[src/rtl/dot_pkg.sv]
// Shared state encoding and width helpers for the streaming dot-product engine.
package dot_pkg;

    typedef enum logic [1:0] {
        IDLE  = 2'd0,
        ACCUM = 2'd1,
        DRAIN = 2'd2,
        DONE  = 2'd3
    } state_e;

    function automatic int lenWidth(input int maxBeats);
        return $clog2(maxBeats + 1);
    endfunction

    // Wide enough that summing LANES*MAX_BEATS full-width products never overflows.
    function automatic int accWidth(input int dataW, input int lanes, input int maxBeats);
        return 2 * dataW + $clog2(lanes * maxBeats);
    endfunction

endpackage

[src/rtl/dot_product_stream_if.sv]
// Control, operand-stream and result-stream signals of dot_product_stream.
interface dot_product_stream_if #(
    parameter int DATA_W    = 8,
    parameter int LANES     = 2,
    parameter int MAX_BEATS = 32
);
    import dot_pkg::*;

    localparam int LEN_W = lenWidth(MAX_BEATS);
    localparam int ACC_W = accWidth(DATA_W, LANES, MAX_BEATS);

    logic                    start;
    logic [LEN_W-1:0]        len;
    logic                    busy;
    logic                    in_valid;
    logic                    in_ready;
    logic [LANES*DATA_W-1:0] in_a;
    logic [LANES*DATA_W-1:0] in_b;
    logic                    out_valid;
    logic                    out_ready;
    logic [ACC_W-1:0]        out_result;

    modport master (
        output start, len, in_valid, in_a, in_b, out_ready,
        input  busy, in_ready, out_valid, out_result
    );

    modport slave (
        input  start, len, in_valid, in_a, in_b, out_ready,
        output busy, in_ready, out_valid, out_result
    );

endinterface

[src/rtl/dot_lane_mult.sv]
// Combinational LANES-wide multiply and adder tree producing one beat's product sum.
// Build option: DOT_SIGNED_EN selects two's-complement operands (default unsigned).
module dot_lane_mult #(
    parameter int DATA_W = 8,
    parameter int LANES  = 2,
    parameter int ACC_W  = 22
) (
    input  logic [LANES*DATA_W-1:0] a_i,
    input  logic [LANES*DATA_W-1:0] b_i,
    output logic [ACC_W-1:0]        sum_o
);

    logic [2*DATA_W-1:0] prod;

    // Operands are widened before multiplying so the low 2*DATA_W bits hold the exact product.
    always_comb begin
        sum_o = '0;
        prod  = '0;
        for (int k = 0; k < LANES; k++) begin
`ifdef DOT_SIGNED_EN
            prod  = $signed({{DATA_W{a_i[k*DATA_W+DATA_W-1]}}, a_i[k*DATA_W +: DATA_W]})
                  * $signed({{DATA_W{b_i[k*DATA_W+DATA_W-1]}}, b_i[k*DATA_W +: DATA_W]});
            sum_o = sum_o + {{(ACC_W-2*DATA_W){prod[2*DATA_W-1]}}, prod};
`else
            prod  = {{DATA_W{1'b0}}, a_i[k*DATA_W +: DATA_W]}
                  * {{DATA_W{1'b0}}, b_i[k*DATA_W +: DATA_W]};
            sum_o = sum_o + {{(ACC_W-2*DATA_W){1'b0}}, prod};
`endif
        end
    end

endmodule

[src/rtl/dot_product_stream.sv]
// Streaming dot-product engine: FSM, beat counter, product pipeline register and accumulator.
// Build option: DOT_SIGNED_EN (handled in dot_lane_mult) makes the arithmetic signed.
module dot_product_stream
    import dot_pkg::*;
#(
    parameter int DATA_W    = 8,
    parameter int LANES     = 2,
    parameter int MAX_BEATS = 32
) (
    input  logic                 clk_i,
    input  logic                 rst_i,
    dot_product_stream_if.slave  bus
);

    localparam int LEN_W = lenWidth(MAX_BEATS);
    localparam int ACC_W = accWidth(DATA_W, LANES, MAX_BEATS);

    state_e             state_q, state_d;
    logic [LEN_W-1:0]   remaining_q, remaining_d;
    logic [ACC_W-1:0]   acc_q, acc_d;
    logic [ACC_W-1:0]   prod_q, prod_d;
    logic               pv_q, pv_d;
    logic [ACC_W-1:0]   beatSum;

    dot_lane_mult #(
        .DATA_W (DATA_W),
        .LANES  (LANES),
        .ACC_W  (ACC_W)
    ) uLaneMult (
        .a_i   (bus.in_a),
        .b_i   (bus.in_b),
        .sum_o (beatSum)
    );

    always_ff @(posedge clk_i or posedge rst_i) begin
        if (rst_i) begin
            state_q     <= IDLE;
            remaining_q <= '0;
            acc_q       <= '0;
            prod_q      <= '0;
            pv_q        <= 1'b0;
        end else begin
            state_q     <= state_d;
            remaining_q <= remaining_d;
            acc_q       <= acc_d;
            prod_q      <= prod_d;
            pv_q        <= pv_d;
        end
    end

    // The accumulator trails the product register by one cycle; DRAIN folds in the last product.
    always_comb begin
        state_d        = state_q;
        remaining_d    = remaining_q;
        acc_d          = acc_q;
        prod_d         = prod_q;
        pv_d           = pv_q;
        bus.busy       = (state_q != IDLE);
        bus.in_ready   = 1'b0;
        bus.out_valid  = 1'b0;
        bus.out_result = '0;
        case (state_q)
            IDLE: begin
                if (bus.start) begin
                    acc_d = '0;
                    if (bus.len != '0) begin
                        remaining_d = bus.len;
                        state_d     = ACCUM;
                    end else begin
                        state_d = DONE;
                    end
                end
            end
            ACCUM: begin
                bus.in_ready = 1'b1;
                if (pv_q) begin
                    acc_d = acc_q + prod_q;
                end
                if (bus.in_valid) begin
                    prod_d      = beatSum;
                    pv_d        = 1'b1;
                    remaining_d = remaining_q - 1'b1;
                    if (remaining_q == LEN_W'(1)) begin
                        state_d = DRAIN;
                    end
                end else begin
                    pv_d = 1'b0;
                end
            end
            DRAIN: begin
                acc_d   = acc_q + prod_q;
                pv_d    = 1'b0;
                state_d = DONE;
            end
            DONE: begin
                bus.out_valid  = 1'b1;
                bus.out_result = acc_q;
                if (bus.out_ready) begin
                    state_d = IDLE;
                end
            end
            default: state_d = IDLE;
        endcase
    end

endmodule

[src/flat_wrapper.sv]
// flat-port wrapper written by rule: the top's interface ports become plain ports
module dot_product_stream_flat import dot_pkg::*;
#(
    parameter int DATA_W    = 8,
    parameter int LANES     = 2,
    parameter int MAX_BEATS = 32
)
  (clk_i, rst_i, bus_start, bus_len, bus_in_valid, bus_in_a, bus_in_b, bus_out_ready, bus_busy, bus_in_ready, bus_out_valid, bus_out_result);
  dot_product_stream_if #(.DATA_W(DATA_W), .LANES(LANES), .MAX_BEATS(MAX_BEATS)) bus_i ();
  input  logic clk_i;
  input  logic rst_i;
  input wire logic [$bits(bus_i.start)-1:0] bus_start;
  input wire logic [$bits(bus_i.len)-1:0] bus_len;
  input wire logic [$bits(bus_i.in_valid)-1:0] bus_in_valid;
  input wire logic [$bits(bus_i.in_a)-1:0] bus_in_a;
  input wire logic [$bits(bus_i.in_b)-1:0] bus_in_b;
  input wire logic [$bits(bus_i.out_ready)-1:0] bus_out_ready;
  output wire logic [$bits(bus_i.busy)-1:0] bus_busy;
  output wire logic [$bits(bus_i.in_ready)-1:0] bus_in_ready;
  output wire logic [$bits(bus_i.out_valid)-1:0] bus_out_valid;
  output wire logic [$bits(bus_i.out_result)-1:0] bus_out_result;
  assign bus_i.start = bus_start;
  assign bus_i.len = bus_len;
  assign bus_i.in_valid = bus_in_valid;
  assign bus_i.in_a = bus_in_a;
  assign bus_i.in_b = bus_in_b;
  assign bus_i.out_ready = bus_out_ready;
  assign bus_busy = bus_i.busy;
  assign bus_in_ready = bus_i.in_ready;
  assign bus_out_valid = bus_i.out_valid;
  assign bus_out_result = bus_i.out_result;
  dot_product_stream #(.DATA_W(DATA_W), .LANES(LANES), .MAX_BEATS(MAX_BEATS)) u_core (.clk_i(clk_i), .rst_i(rst_i), .bus(bus_i));
endmodule
[config.mk]
export PLATFORM = sky130hd
export DESIGN_NAME = dot_product_stream_flat
export DESIGN_NICKNAME = d
export VERILOG_FILES = /design/src/rtl/dot_pkg.sv /design/src/rtl/dot_product_stream_if.sv /design/src/rtl/dot_lane_mult.sv /design/src/rtl/dot_product_stream.sv /design/src/flat_wrapper.sv
export SDC_FILE = /design/constraint.sdc
export NUM_CORES = 1
export LEC_CHECK = 0
export ABC_AREA = 1
export BUFFER_PORTS_ARGS = -buffer_cell sky130_fd_sc_hd__buf_4
export CORE_MARGIN = 10
export CORE_UTILIZATION = 63
export DETAILED_ROUTE_END_ITERATION = 8
export PLACE_DENSITY = 0.83
export SYNTH_ARGS = -nofsm -noshare
export SYNTH_HDL_FRONTEND = slang
export SYNTH_SLANG_ARGS = --single-unit
[constraint.sdc]
create_clock -name clk_i -period 2.3 [get_ports clk_i]
set_input_delay 0.115 -clock clk_i [delete_from_list [all_inputs] [get_ports clk_i]]
set_output_delay 0.115 -clock clk_i [all_outputs]
set_load 0.05 [all_outputs]
=== After elaboration in Yosys (flattened, before gate mapping) ===
Cells that the tools add are included.

* Register bits: 53
* Input port bits: 43
* Output and inout bits: 25
* Word-level logic and storage cells: 48

* Add/subtract/negate cells: 3
* $mul: 2
* Equality and inequality tests: 10
* Mux-type cells: 18
* Reductions and logical operators: 10

{| class="wikitable"
|+ Operator list
! kind !! count
|-
| $mux 22 || 3
|-
| $pmux 22 s3 || 1
|-
| $mul 8x8->16 || 2
|-
| $add 22x22->22 || 1
|-
| $mux 6 || 3
|-
| $add 16x16->17 || 1
|-
| $pmux 6 s2 || 1
|-
| $mux 2 || 5
|-
| $pmux 2 s4 || 1
|-
| $reduce_and 4->1 || 2
|-
| $eq 6x1->1 const B || 1
|-
| $ne 2x1->1 const B || 3
|-
| $ne 2x2->1 const B || 3
|-
| $reduce_bool 2->1 || 3
|-
| $reduce_bool 6->1 || 1
|-
| $sub 6x1->6 const B || 1
|-
| $eq 2x2->1 const B || 2
|-
| $mux 1 || 3
|-
| $reduce_and 3->1 || 1
|-
| $reduce_bool 3->1 || 1
|-
| $eq 2x1->1 const B || 1
|-
| $logic_not 2->1 || 1
|-
| $pmux 1 s2 || 1
|-
| $reduce_and 2->1 || 1
|}

=== Logic depth before layout (Yosys ltp) ===
* Word-level depth: 4
* Depth in mapped cells: 23
* Mapped depth without buffers: 22

=== Cells and area by module ===
Synthesis repeated with hierarchy kept, for this count alone.

* Cell total of the unflattened synthesis: 1242
* Area total of the unflattened synthesis: 8794.7 sq um

{| class="wikitable"
|+ By module, submodules not included
! module !! instances !! cells an instance !! area each (sq um) !! seq. area each (sq um)
|-
| dot_lane_mult || 1 || 682 || 4825.9 || 0.0
|-
| dot_product_stream || 1 || 560 || 3968.8 || 1326.3
|}

=== Worst setup path before layout ===
OpenSTA, ideal clock, no wires.

* Path type: input-to-reg
* Start: input port bus_in_a[6]
* End: register u_core.prod_q[10]
* Setup time: 0.117 ns
* Arrival time: 4.775 ns
* Required time: 2.183 ns
* Slack: -2.592 ns
* Stages: 18
* Cells stage by stage: clkbuf_1 nand2_1 fa_1 fa_1 inv_1 fa_1 fa_1 fa_1 inv_1 fa_1 inv_1 ha_1 a21oi_1 o21ai_0 a21o_1 or2_0 nand3_1 nand2_1

* Cells in the longest elaborated chain, start to end: 2

{| class="wikitable"
|+ RTL lines
! item !! RTL line !! source
|-
| start, declared || flat_wrapper.sv:15 || <nowiki>input wire logic [$bits(bus_i.in_a)-1:0] bus_in_a;</nowiki>
|-
| $mul 8x8->16 || dot_lane_mult.sv:26 || <nowiki>* {{DATA_W{1'b0}}, b_i[k*DATA_W +: DATA_W]};</nowiki>
|-
| $add 16x16->17 || dot_lane_mult.sv:27 || <nowiki>sum_o = sum_o + {{(ACC_W-2*DATA_W){1'b0}}, prod};</nowiki>
|-
| end signal, assigned || dot_product_stream.sv:46 || <nowiki>prod_q <= prod_d;</nowiki>
|-
| end, declared || dot_product_stream.sv:21 || <nowiki>logic [ACC_W-1:0] prod_q, prod_d;</nowiki>
|}

No other way between the ends.
A chain may end at the register's enable or synchronous reset.

=== Worst setup path in the final report ===
* Start: input port bus_in_b[4]
* End: register u_core.prod_q[16]

* Cells in the longest elaborated chain, start to end: 2

{| class="wikitable"
|+ RTL lines
! item !! RTL line !! source
|-
| start, declared || flat_wrapper.sv:16 || <nowiki>input wire logic [$bits(bus_i.in_b)-1:0] bus_in_b;</nowiki>
|-
| $mul 8x8->16 || dot_lane_mult.sv:26 ||
|-
| $add 16x16->17 || dot_lane_mult.sv:27 ||
|}

No other way between the ends.

==> metrics <==
Required @ worst endpoint=2.48 ns; clk buf depth=2; failing checks=hold timing, setup timing; Mapped Area=8230 µm²; Worst path max stage delay=0.57 ns; Top FF cell, synth=dfrtp_1; RSZ-0062 raised after global routing=yes; Seq/Total Area, Yosys=0.146; Initial Util=0.647; f_max=228 MHz; post-synthesis net count=1,418; Slew @ Worst Pin=0.859 ns; endpoint class of the critical path=register; fin crit share=1.90; FF-to-FF setup slack=0.25 ns; Core Region=12,700 µm²; CP Max Fanout=7; maxcap violations=0; clock latency on the worst-skew pair=0.29 ns; Post-route DRC=0; hold slack=-0.0118 ns; CTS tree=yes; ant diodes=0; first-pass GRT wire length=37,000 µm; CTS root buf=clkbuf_16; most frequent cells in the layout=328 x nand2_1, 274 x inv_1, 100 x buf_4, 91 x fa_1, 69 x ha_1; CP Cell Sequence=buf_12 > nand2_4 > inv_2 > fa_1 > inv_1 > fa_1 > inv_2 > fa_1 > fa_2 > fa_1 > inv_1 > fa_1 > inv_2 > ha_4 > nand2_4 > nand3b_1 > nand2_2 > nand3_2 > nand2_1 > nand2_1 > nand3_1 > nand2_1; crit path time final=4.38 ns; gr ovfl total=0; initial antenna violation count=0; DR vias/cell=5.28; IO Pins=68; nets@finish=1,526; Final Max Slew Viols=0; gp weighted congestion=0.971; clk sinks=48; FFs w/ async S/R, synth=1.00; hpwl dp=17,000 µm; syn avg cell area=6.93 µm²; Synth area leader=fa_1; post-synth cell types=41; Post-synth EDFFs=0; utilization after layout=0.814; Reg2Reg Depth=10; die height=134 µm; DR iter-0 viols=637; critical path class=in2reg; Crit path arrival time=4.56 ns; largest net degree at the start of global routing=49; Critical path origin=bus_in_b[4]; worst hold path type=in2async; Hold Fails Final Rpt=17; Clock Pin Slew Worst Setup and Hold Paths=0.06 ns; Die Wd=134 µm; htree depth=2; crit-path most repeated cell=fa_1; commonest non-fill, non-tap cell in the layout=nand2_1; die area=18,000 µm²; WL final=22,500 µm; hold buffer count at cts=0; Final Setup Violations=15; Setup crit start kind=input port; Synth top area share=0.238; Num CTS Buffers=5; top area cells in the synthesized netlist=fa_1 24%, nand2_1 17%, dfrtp_1 15%, inv_1 14%, ha_1 14%; Tot GR Track Use=0.246; slew margin rel.=0.426; crit path setup slack, layout=-2.08 ns; WL/cell=15.3 µm; port buffer count=67; row count=41; FF+latch count, synth=48; synth warn=0; drt first pass iters=5; status=finished, violations left; Final ANT Viol Nets=0; Slowest-stage cell, CP=fa_1; Worst Clk Skew=0.00488 ns; reg2reg end=u_core.acc_q[20]; layout cells sized above 1=0.234; synth-to-layout area growth=25.8%; vias in the first global route=8,118; DR vias=7,761; Mapped Cells=1,188; crit path capture=u_core.prod_q[16]; FF-to-FF Start=u_core.prod_q[0]
[critical path: cells and delay by family]
family | cells | cell delay, ns
fa+ha+maj | 7 | 3.33
buf+inv | 6 | 0.36
simple gates | 9 | 0.77
[metal layers]
layer / routed length [µm] / GRT usage
met3: 1530 / 0.0377
met5: 0 / 0
met4: 554 / 0.0623
met1: 9710 / 0.326
met2: 10700 / 0.410
[per-stage QoR]
step           area [µm²]  setup WS, ns  std cells  TNS, ns  hold WS [ns]
2_1_floorplan        8720         -2.21       1188   -26.10         0.248
3_3_place_gp         9530         -2.44       1453   -30.30         0.322
3_5_place_dp         9530         -2.49       1453   -31.05         0.327
4_1_cts             10200         -2.04       1469   -25.40        0.0164
5_1_grt             10400         -2.24       1469   -27.99        0.0486
6_report            10400         -2.08       1469   -25.97       -0.0118
[kinds of logic after synthesis]
group                    synth area share
AND/OR/NAND/NOR                     0.252
buffers and inverters               0.163
adder cells (fa/ha/maj)             0.374
AO/OA/AOI/OAI                      0.0603
flip-flops                          0.146
XOR/XNOR                          0.00532
[synthesized netlist by cell type, types with 3 or more instances]
cell type and count:
nand2_1 368, inv_1 307, fa_1 98, ha_1 89
nor2_1 69, dfrtp_1 48, nand3_1 44, clkbuf_1 33
a21oi_1 27, o21ai_0 26, o21ai_1 7, nand3b_1 6
nand4_1 6, a31oi_1 5, buf_2 5, nand2_2 5
a21oi_2 4, nor2_2 4, a22o_1 3, o211ai_1 3
xnor2_1 3
[state kept, by name (all words and copies together), names as in the netlist]
name	flops
u_core.remaining_q	6
u_core.pv_q	1
u_core.acc_q	22
u_core.state_q	2
u_core.prod_q	17
[how the worst min path moves through the flow]
| stage | slack, ns | end | start | depth (start not counted) |
|---|---|---|---|---|
| 2_1_floorplan | 0.25 | u_core.pv_q | bus_in_valid | 1 |
| 3_3_place_gp | 0.32 | u_core.remaining_q[0] | rst_i | 3 |
| 3_5_place_dp | 0.33 | u_core.remaining_q[0] | rst_i | 3 |
| 4_1_cts | 0.02 | u_core.remaining_q[3] | rst_i | 3 |
| 5_1_grt | 0.05 | u_core.remaining_q[3] | rst_i | 3 |
| 6_report | -0.01 | u_core.remaining_q[0] | rst_i | 3 |
[final cells by class]
class / count / area [µm²]
Tap cell: 172 / 215
Timing Repair Buffer: 142 / 1290
Clock buffer: 6 / 129
Multi-Input combinational cell: 788 / 6310
Clock inverter: 2 / 35.0
Inverter: 311 / 1170
Fill cell: 853 / 2370
Sequential cell: 48 / 1200
[timing repair]
action | CTS | global route
setup endpoints to repair | 15 | 15
pin swaps | 66 | 40
gates cloned | 0 | 0
resized for setup | 125 | 40
setup buffers | 10 | 0
Power is not shown: default switching activity piles up to over one toggle a cycle in this logic, so the estimate is an artifact.
